===== src/rtl/axi4lite_master_single_txn.sv =====
// Single-outstanding AXI4-Lite initiator: one command in, one AXI4-Lite write
// or read out, one response back, with a busy-cycle timeout for a dead slave.
//
// state   | meaning
// --------+----------------------------------------------------------
// IDLE    | cmd_ready high, waiting for a command
// WR_REQ  | AW and W presented; each drops on its own handshake
// WR_RESP | BREADY high, waiting for BVALID
// RD_REQ  | ARVALID high, waiting for ARREADY
// RD_RESP | RREADY high, waiting for RVALID
// RSP     | rsp_valid high, outputs frozen until rsp_ready
module axi4lite_master_single_txn #(
  parameter int unsigned C_M_AXI_DATA_WIDTH = 64,
  parameter int unsigned C_M_AXI_ADDR_WIDTH = 11,
  parameter int unsigned TIMEOUT_CYCLES     = 1024
) (
  input  logic                              M_AXI_ACLK,
  input  logic                              M_AXI_ARESETN,

  input  logic                              cmd_valid,
  output logic                              cmd_ready,
  input  logic                              cmd_write,
  input  logic [C_M_AXI_ADDR_WIDTH-1:0]     cmd_addr,
  input  logic [C_M_AXI_DATA_WIDTH-1:0]     cmd_wdata,
  input  logic [C_M_AXI_DATA_WIDTH/8-1:0]   cmd_wstrb,

  output logic                              rsp_valid,
  input  logic                              rsp_ready,
  output logic [C_M_AXI_DATA_WIDTH-1:0]     rsp_rdata,
  output logic [1:0]                        rsp_resp,
  output logic                              rsp_timeout,

  output logic [C_M_AXI_ADDR_WIDTH-1:0]     M_AXI_AWADDR,
  output logic [2:0]                        M_AXI_AWPROT,
  output logic                              M_AXI_AWVALID,
  input  logic                              M_AXI_AWREADY,
  output logic [C_M_AXI_DATA_WIDTH-1:0]     M_AXI_WDATA,
  output logic [C_M_AXI_DATA_WIDTH/8-1:0]   M_AXI_WSTRB,
  output logic                              M_AXI_WVALID,
  input  logic                              M_AXI_WREADY,
  input  logic [1:0]                        M_AXI_BRESP,
  input  logic                              M_AXI_BVALID,
  output logic                              M_AXI_BREADY,
  output logic [C_M_AXI_ADDR_WIDTH-1:0]     M_AXI_ARADDR,
  output logic [2:0]                        M_AXI_ARPROT,
  output logic                              M_AXI_ARVALID,
  input  logic                              M_AXI_ARREADY,
  input  logic [C_M_AXI_DATA_WIDTH-1:0]     M_AXI_RDATA,
  input  logic [1:0]                        M_AXI_RRESP,
  input  logic                              M_AXI_RVALID,
  output logic                              M_AXI_RREADY
);

  localparam int unsigned STRB_W = C_M_AXI_DATA_WIDTH / 8;
  localparam int unsigned CNT_W  = (TIMEOUT_CYCLES < 2) ? 1 : $clog2(TIMEOUT_CYCLES);
  localparam logic [CNT_W-1:0] TO_LAST =
    CNT_W'((TIMEOUT_CYCLES == 0) ? 0 : TIMEOUT_CYCLES - 1);

  localparam logic [2:0] S_IDLE    = 3'd0;
  localparam logic [2:0] S_WR_REQ  = 3'd1;
  localparam logic [2:0] S_WR_RESP = 3'd2;
  localparam logic [2:0] S_RD_REQ  = 3'd3;
  localparam logic [2:0] S_RD_RESP = 3'd4;
  localparam logic [2:0] S_RSP     = 3'd5;

  logic [2:0]                    state_q, state_d;
  logic [C_M_AXI_ADDR_WIDTH-1:0] addr_q, addr_d;
  logic [C_M_AXI_DATA_WIDTH-1:0] wdata_q, wdata_d;
  logic [STRB_W-1:0]             wstrb_q, wstrb_d;
  logic                          awvalid_q, awvalid_d;
  logic                          wvalid_q, wvalid_d;
  logic                          bready_q, bready_d;
  logic                          arvalid_q, arvalid_d;
  logic                          rready_q, rready_d;
  logic                          rsp_valid_q, rsp_valid_d;
  logic [C_M_AXI_DATA_WIDTH-1:0] rsp_rdata_q, rsp_rdata_d;
  logic [1:0]                    rsp_resp_q, rsp_resp_d;
  logic                          rsp_timeout_q, rsp_timeout_d;
  logic [CNT_W-1:0]              busy_cnt_q, busy_cnt_d;

  logic busy;
  logic resp_hs;
  logic timeout_hit;

  always_comb begin
    state_d       = state_q;
    addr_d        = addr_q;
    wdata_d       = wdata_q;
    wstrb_d       = wstrb_q;
    awvalid_d     = awvalid_q;
    wvalid_d      = wvalid_q;
    bready_d      = bready_q;
    arvalid_d     = arvalid_q;
    rready_d      = rready_q;
    rsp_valid_d   = rsp_valid_q;
    rsp_rdata_d   = rsp_rdata_q;
    rsp_resp_d    = rsp_resp_q;
    rsp_timeout_d = rsp_timeout_q;

    busy = (state_q == S_WR_REQ) || (state_q == S_WR_RESP) ||
           (state_q == S_RD_REQ) || (state_q == S_RD_RESP);
    busy_cnt_d  = busy ? (busy_cnt_q + CNT_W'(1)) : busy_cnt_q;
    resp_hs     = ((state_q == S_WR_RESP) && M_AXI_BVALID) ||
                  ((state_q == S_RD_RESP) && M_AXI_RVALID);
    timeout_hit = (TIMEOUT_CYCLES != 0) && busy && (busy_cnt_q == TO_LAST);

    case (state_q)
      S_IDLE: begin
        if (cmd_valid) begin
          addr_d     = cmd_addr;
          wdata_d    = cmd_wdata;
          wstrb_d    = cmd_wstrb;
          busy_cnt_d = '0;
          if (cmd_write) begin
            state_d   = S_WR_REQ;
            awvalid_d = 1'b1;
            wvalid_d  = 1'b1;
          end else begin
            state_d   = S_RD_REQ;
            arvalid_d = 1'b1;
          end
        end
      end
      S_WR_REQ: begin
        // AW and W may complete in either order or together.
        awvalid_d = awvalid_q & ~M_AXI_AWREADY;
        wvalid_d  = wvalid_q & ~M_AXI_WREADY;
        if (!awvalid_d && !wvalid_d) begin
          state_d  = S_WR_RESP;
          bready_d = 1'b1;
        end
      end
      S_WR_RESP: begin
        if (M_AXI_BVALID) begin
          bready_d      = 1'b0;
          rsp_valid_d   = 1'b1;
          rsp_rdata_d   = '0;
          rsp_resp_d    = M_AXI_BRESP;
          rsp_timeout_d = 1'b0;
          state_d       = S_RSP;
        end
      end
      S_RD_REQ: begin
        if (M_AXI_ARREADY) begin
          arvalid_d = 1'b0;
          rready_d  = 1'b1;
          state_d   = S_RD_RESP;
        end
      end
      S_RD_RESP: begin
        if (M_AXI_RVALID) begin
          rready_d      = 1'b0;
          rsp_valid_d   = 1'b1;
          rsp_rdata_d   = M_AXI_RDATA;
          rsp_resp_d    = M_AXI_RRESP;
          rsp_timeout_d = 1'b0;
          state_d       = S_RSP;
        end
      end
      S_RSP: begin
        if (rsp_ready) begin
          rsp_valid_d = 1'b0;
          state_d     = S_IDLE;
        end
      end
      default: begin
        state_d = S_IDLE;
      end
    endcase

    // A response handshake in the final busy cycle still counts as a real
    // completion; otherwise the timeout abandons the bus and reports 2'b11.
    if (timeout_hit && !resp_hs) begin
      awvalid_d     = 1'b0;
      wvalid_d      = 1'b0;
      bready_d      = 1'b0;
      arvalid_d     = 1'b0;
      rready_d      = 1'b0;
      rsp_valid_d   = 1'b1;
      rsp_rdata_d   = '0;
      rsp_resp_d    = 2'b11;
      rsp_timeout_d = 1'b1;
      state_d       = S_RSP;
    end
  end

  always_ff @(posedge M_AXI_ACLK or negedge M_AXI_ARESETN) begin
    if (!M_AXI_ARESETN) begin
      state_q       <= S_IDLE;
      addr_q        <= '0;
      wdata_q       <= '0;
      wstrb_q       <= '0;
      awvalid_q     <= 1'b0;
      wvalid_q      <= 1'b0;
      bready_q      <= 1'b0;
      arvalid_q     <= 1'b0;
      rready_q      <= 1'b0;
      rsp_valid_q   <= 1'b0;
      rsp_rdata_q   <= '0;
      rsp_resp_q    <= 2'b00;
      rsp_timeout_q <= 1'b0;
      busy_cnt_q    <= '0;
    end else begin
      state_q       <= state_d;
      addr_q        <= addr_d;
      wdata_q       <= wdata_d;
      wstrb_q       <= wstrb_d;
      awvalid_q     <= awvalid_d;
      wvalid_q      <= wvalid_d;
      bready_q      <= bready_d;
      arvalid_q     <= arvalid_d;
      rready_q      <= rready_d;
      rsp_valid_q   <= rsp_valid_d;
      rsp_rdata_q   <= rsp_rdata_d;
      rsp_resp_q    <= rsp_resp_d;
      rsp_timeout_q <= rsp_timeout_d;
      busy_cnt_q    <= busy_cnt_d;
    end
  end

  assign cmd_ready     = (state_q == S_IDLE);
  assign rsp_valid     = rsp_valid_q;
  assign rsp_rdata     = rsp_rdata_q;
  assign rsp_resp      = rsp_resp_q;
  assign rsp_timeout   = rsp_timeout_q;

  assign M_AXI_AWADDR  = addr_q;
  assign M_AXI_AWPROT  = 3'b000;
  assign M_AXI_AWVALID = awvalid_q;
  assign M_AXI_WDATA   = wdata_q;
  assign M_AXI_WSTRB   = wstrb_q;
  assign M_AXI_WVALID  = wvalid_q;
  assign M_AXI_BREADY  = bready_q;
  assign M_AXI_ARADDR  = addr_q;
  assign M_AXI_ARPROT  = 3'b000;
  assign M_AXI_ARVALID = arvalid_q;
  assign M_AXI_RREADY  = rready_q;

endmodule


===== config.mk =====
export PLATFORM = sky130hd
export DESIGN_NAME = axi4lite_master_single_txn
export DESIGN_NICKNAME = d
export VERILOG_FILES = /design/src/rtl/axi4lite_master_single_txn.sv
export SDC_FILE = /design/constraint.sdc
export NUM_CORES = 1
export LEC_CHECK = 0
export ABC_CLOCK_PERIOD_IN_PS = 2300
export CAP_MARGIN = 0
export CELL_PAD_IN_SITES_DETAIL_PLACEMENT = 0
export CELL_PAD_IN_SITES_GLOBAL_PLACEMENT = 1
export CORE_UTILIZATION = 31
export CTS_BUF_LIST = sky130_fd_sc_hd__clkbuf_8
export DETAILED_ROUTE_END_ITERATION = 10
export GPL_TIMING_DRIVEN = 0
export PLACE_DENSITY = 0.91
export SYNTH_ARGS = -nofsm -noshare
export SYNTH_HDL_FRONTEND = slang
export SYNTH_SLANG_ARGS = --single-unit

===== constraint.sdc =====
create_clock -name M_AXI_ACLK -period 2.3 [get_ports M_AXI_ACLK]
set_input_delay 0.46 -clock M_AXI_ACLK [delete_from_list [all_inputs] [get_ports M_AXI_ACLK]]
set_output_delay 0.46 -clock M_AXI_ACLK [all_outputs]
set_load 0.1 [all_outputs]

==> results.ini, run 1 <==
[outcome]
status=finished clean

[logic_synthesis]
synth.area.mux_share_pct=1.173
netlist_area_um2=6829
yosysWarnings=0
syn_area_per_cell_um2=10.52
ys_types=49
synth_seq_cells=169
synth-adder-area-share_pct=0.1832
synth_top_family_by_area=simple AND/OR/NAND/NOR gates
synth_compound_area_share_pct=11.89
synth-simple-area-share_pct=18.45
synth_edf_count=0
ys_seq_area_share_pct=61.93
synthCells=649
synthArstFlopShare_pct=100.0
synth_xor_area_share_pct=0.3848
synth_top_flop_cell=dfrtp_1

[sta]
finalMaxSlewViolations=0
fin_ws_ns=0.08523
fin_crit_ns=2.215
rsz0062_at_grt=false
max_freq_mhz=451.5
hold_viol_final=0
post-route-period-util_pct=96.29
setup_viol=0
relSlewSlack_pct=30.28
fin_setup_tns_ns=0
skew_ns=0.01991
holdWs_ns=0.4758
worst_pin_slew_ns=1.050

[layout]
layout-drive-gt1-share_pct=9.154
fin_nets=1165
final_cells=1293
area_growth_pct=56.25

[global_routing]
grt_overflow_total=0
grtUsageTotal_pct=18.58
grt_pass1_wl_mm=32.22
grt_pass1_vias=5999
top_usage_layer=met2
met2_usage_pct=31.15
antenna_found_initial=2
met1_usage_pct=22.18
grt_max_degree=95
grt_util_met3_pct=7.364

[setup_path]
r2r_start=state_q[0]
crit_path_end_kind=output port
path_max_fanout=9
crit_path_start=state_q[0]
timing.setup.critical_path_class=flop to output port
arrival_ns=1.75
cp.required_ns=1.84
startpoint_type=flop

[cts]
path_clk_slew_ns=0.10
clk_latency_ns=0.46
cts_buffers=17
ctsHtreeMaxLevel=4
cts_sinks=169
tritoncts=yes
cts_max_path_buffers=2
root_buffer=clkbuf_8

[drt]
ant_nets=0
via_count=5937
drc=0
drt_pass1_iterations=4
via_per_inst=4.592
wl_per_cell_um=16.22
drt-total-wl_mm=20.97
drt_iter0_drc=175

[worst_hold_path]
hp-start=M_AXI_WDATA[40]
hold_path_class=flop to flop

[floorplanning]
core-area_um2=21290
start_util_pct=32.08
row_count=53
die_x_um=150.4
die_h_um=150.4
dieArea_um2=22630
ios=335

[placed_design]
pre_cts_ws_ns=-0.3235
placedCellCount=1258
dp_hpwl_mm=15.80
gp_congestion=0.8134
port_buffers=328

[flow_run]
max_cap_violations=0

final cells by class:
type                    count  area, um2
inverters                   2      10.01
fillers                  1994      10620
clock inverters            15      133.9
multi-input cells         426       2213
well taps                 275      344.1
diodes                      2      5.005
repair buffers            330       3105
plain buffers              57      395.4
flip-flops and latches    169       4229
clock buffers              17      234.0
repair_timing:
item,4_1_cts,5_1_grt
hold endpoints to repair,54,0
pin swaps,0,0
hold buffers,1,0
setup endpoints to repair,168,12
resized for setup,177,15
setup buffers,0,0
cells in the final DEF, fill, tap and decap left out, types with 8 or more instances in the layout:
cell type / n
a21oi_1: 14
a22o_1: 64
buf_2: 16
buf_4: 20
buf_6: 13
clkbuf_1: 10
clkbuf_8: 17
clkdlybuf4s50_1: 159
dfrtp_1: 169
dlygate4sd2_1: 155
mux2i_1: 8
nand2_1: 266
nor2_1: 8
flip-flops by register name (all words and copies together), names as in the netlist, 2 cells and up:
register,cells
M_AXI_WSTRB,8
state_q,3
M_AXI_WDATA,64
M_AXI_ARADDR,11
rsp_resp,2
busy_cnt_q,10
rsp_rdata,64
critical path, cell delays in order, from the launching register on:
cell and delay [ns]:
dfrtp_1 0.39, buf_6 0.14, or3_4 0.43, inv_4 0.12, buf_6 0.23
logic make-up after synthesis:
logic type                 count (synthesis)
and+or+nand+nor                          307
adders and majority gates                  1
muxes                                      8
AOI/OAI and AO/OA                        101
xor gates and xnor gates                   3
buffers and inverters                     59
DFF                                      169
other                                      1
routing by layer:
metal | vias to the layer above | wire length, um
met3 | 16 | 2000
met1 | 2834 | 8625
met5 | - | 12
met4 | 2 | 179
met2 | 228 | 10150
li1 | 2857 | -
metrics by stage:
stage               instance area [um2]  util (%)
floorplan                          6848         -
global placement                  10480     49.21
detailed placement                10510     49.36
CTS                               10680     50.18
global route                      10670     50.10
finish                            10670     50.13
synthesized netlist by cell type (2+ instances only):
master     count  area share (%)
nand2_1      266              15
a21o_1         2            0.22
mux2i_1        8             1.2
and4_1         2            0.26
nand2b_1       3            0.27
buf_4         19             2.1
o211ai_1       4            0.44
a2bb2oi_1      2            0.26
a21oi_1       14             1.0
xor2_1         2            0.26
buf_2         16             1.2
or3_1          3            0.27
buf_6         12             2.0
nand3b_1       3            0.33
o21ai_0        2            0.15
and3_1         2            0.18
nand3_1        6            0.44
dfrtp_1      169              62
nor2_1         8            0.44
a211oi_1       3            0.33
clkbuf_1      10            0.55
a22o_1        64             8.2
nand4_1        2            0.18
nor2b_1        2            0.18
worst paths after layout:
path,to,slack (ns),cells after the start
worst max-delay path,cmd_ready,0.09,4
worst min-delay path,M_AXI_WDATA[40],0.48,2
worst max register to register,M_AXI_WDATA[23],0.25,8
worst min register to register,M_AXI_WDATA[40],0.48,2
max in group asynchronous,M_AXI_ARADDR[7],0.86,3
min in group asynchronous,M_AXI_WDATA[30],0.53,2
Power of run 1 is left out: the tool's default activity adds up to more than one toggle a clock period on the data nets, which glitch-free logic cannot reach.
==> run 2, diff against run 1 <==
CORE_AREA = 2 2 130 132   (was not set)
CORE_UTILIZATION = not set   (was 31)
DIE_AREA = 0 0 132 134   (was not set)
DONT_BUFFER_PORTS = 1   (was not set)
PLACE_DENSITY = 0.7   (was 0.91)
==> run 2 against run 1 <==
Effect of this change:
- the flow now finishes with violations (hold timing)
- critical path depth decreased by 1
- utilization decreased by 3.7 points
- wire length decreased by 15%
- sequential share of layout area increased by 16 points
- worst hold slack got worse by 0.78 ns
- final area decreased by 29%
- die area decreased by 22%
- clock-buffer cell count unchanged
- global-route usage increased by 1.4 points
- first-iteration DRC count increased by 55%
==> results.ini, run 2 (synthesis results as in run 1) <==
[outcome]
status=finished, violations left
violations=hold timing

[floorplanning]
ios=335
row_count=47
die_x_um=132
dieArea_um2=17690
die_h_um=134
core-area_um2=16290
start_util_pct=41.92

[drt]
drt_pass1_iterations=5
drc=0
drt_iter0_drc=272
drt-total-wl_mm=17.90
ant_nets=0
via_count=4830
via_per_inst=5.331
wl_per_cell_um=19.75

[sta]
max_freq_mhz=476.7
setup_viol=0
finalMaxSlewViolations=0
relSlewSlack_pct=34.07
worst_pin_slew_ns=0.9890
fin_ws_ns=0.2021
post-route-period-util_pct=91.21
holdWs_ns=-0.3000
skew_ns=0.01417
rsz0062_at_grt=false
hold_viol_final=169
fin_crit_ns=2.098

[setup_path]
r2r-end=M_AXI_WDATA[48]
cp.required_ns=1.84
crit_path_end_kind=output port
path_max_fanout=9
r2r_start=state_q[0]
reg2reg_depth=8
r2r_slack_ns=0.20
startpoint_type=flop
arrival_ns=1.64
timing.setup.critical_path_class=flop to output port

[cts]
root_buffer=clkbuf_8
cts_setup_buffers=0
cts_buffers=17
clk_latency_ns=0.45
tritoncts=yes
ctsHtreeMaxLevel=4
path_clk_slew_ns=0.10
cts_sinks=169
cts_max_path_buffers=2

[worst_hold_path]
hold_path_class=primary input to asynchronous set/reset pin

[global_routing]
grt_pass1_vias=4883
grt_pass1_wl_mm=27.34
grtUsageTotal_pct=19.96
grt_overflow_total=0
grt_max_degree=170
antenna_found_initial=0

[layout]
fin_nets=835
final_cell_mix=nand2_1 (265), dfrtp_1 (158), a22o_1 (64)
final_common_cell=nand2_1
insertedDiodeCount=0
layout-drive-gt1-share_pct=13.99
area_growth_pct=10.74

[placed_design]
port_buffers=0
pre_cts_ws_ns=-0.02350
dp_hpwl_mm=13.23
gp_congestion=0.8130

[flow_run]
max_cap_violations=0

-- run 2: worst max path at each step --
stage | from | to | slack [ns] | cells after the start
floorplan | state_q[0] | M_AXI_WDATA[23] | 0.38 | 8
global placement | state_q[0] | M_AXI_WDATA[48] | 0.03 | 8
detailed placement | state_q[0] | M_AXI_WDATA[44] | -0.02 | 8
CTS | state_q[0] | M_AXI_WDATA[48] | 0.07 | 8
global route | state_q[0] | M_AXI_WDATA[27] | 0.06 | 8
finish | state_q[0] | cmd_ready | 0.20 | 3
-- run 2: critical path: stages, from the launching register on --
cell and delay (ns):
dfrtp_1 0.38, buf_6 0.14, or3_4 0.44, inv_6 0.23
-- run 2: stage by stage --
step           instances  util, %  hold WS (ns)  TNS (ns)  cell area (um2)
4_1_cts              906    46.41       -0.3267         0             7560
5_1_grt              906    46.42       -0.3470         0             7562
2_1_floorplan        654        -        0.1644         0             6848
6_report             906    46.42       -0.3000         0             7562
3_3_place_gp         874    43.73        0.1684         0             7123
3_5_place_dp         874    43.73        0.1685   -0.1116             7123
-- run 2: layer usage --
layer  routed length [um]  GRT usage [%]
met5                    0              0
met4                  389          7.488
met3                 1355          6.614
met2                 9334          34.87
met1                 6818          22.85
-- run 2: layout make-up --
class                           instances  area, um2
Fill cell                            1523       8727
Sequential cell                       169       4243
Multi-Input combinational cell        426       2216
Buffer                                 57      395.4
Tap cell                              220      275.3
Clock buffer                           17      234.0
Clock inverter                         15      186.4
Inverter                                2      12.51
-- run 2: timing repair --
item / in CTS / in global routing
pin swaps: 0 / 0
gates resized for setup: 12 / 1
endpoints found under the setup margin: 36 / 8
hold endpoints to repair: 169 / 169
Power of run 2 is left out for the same reason.
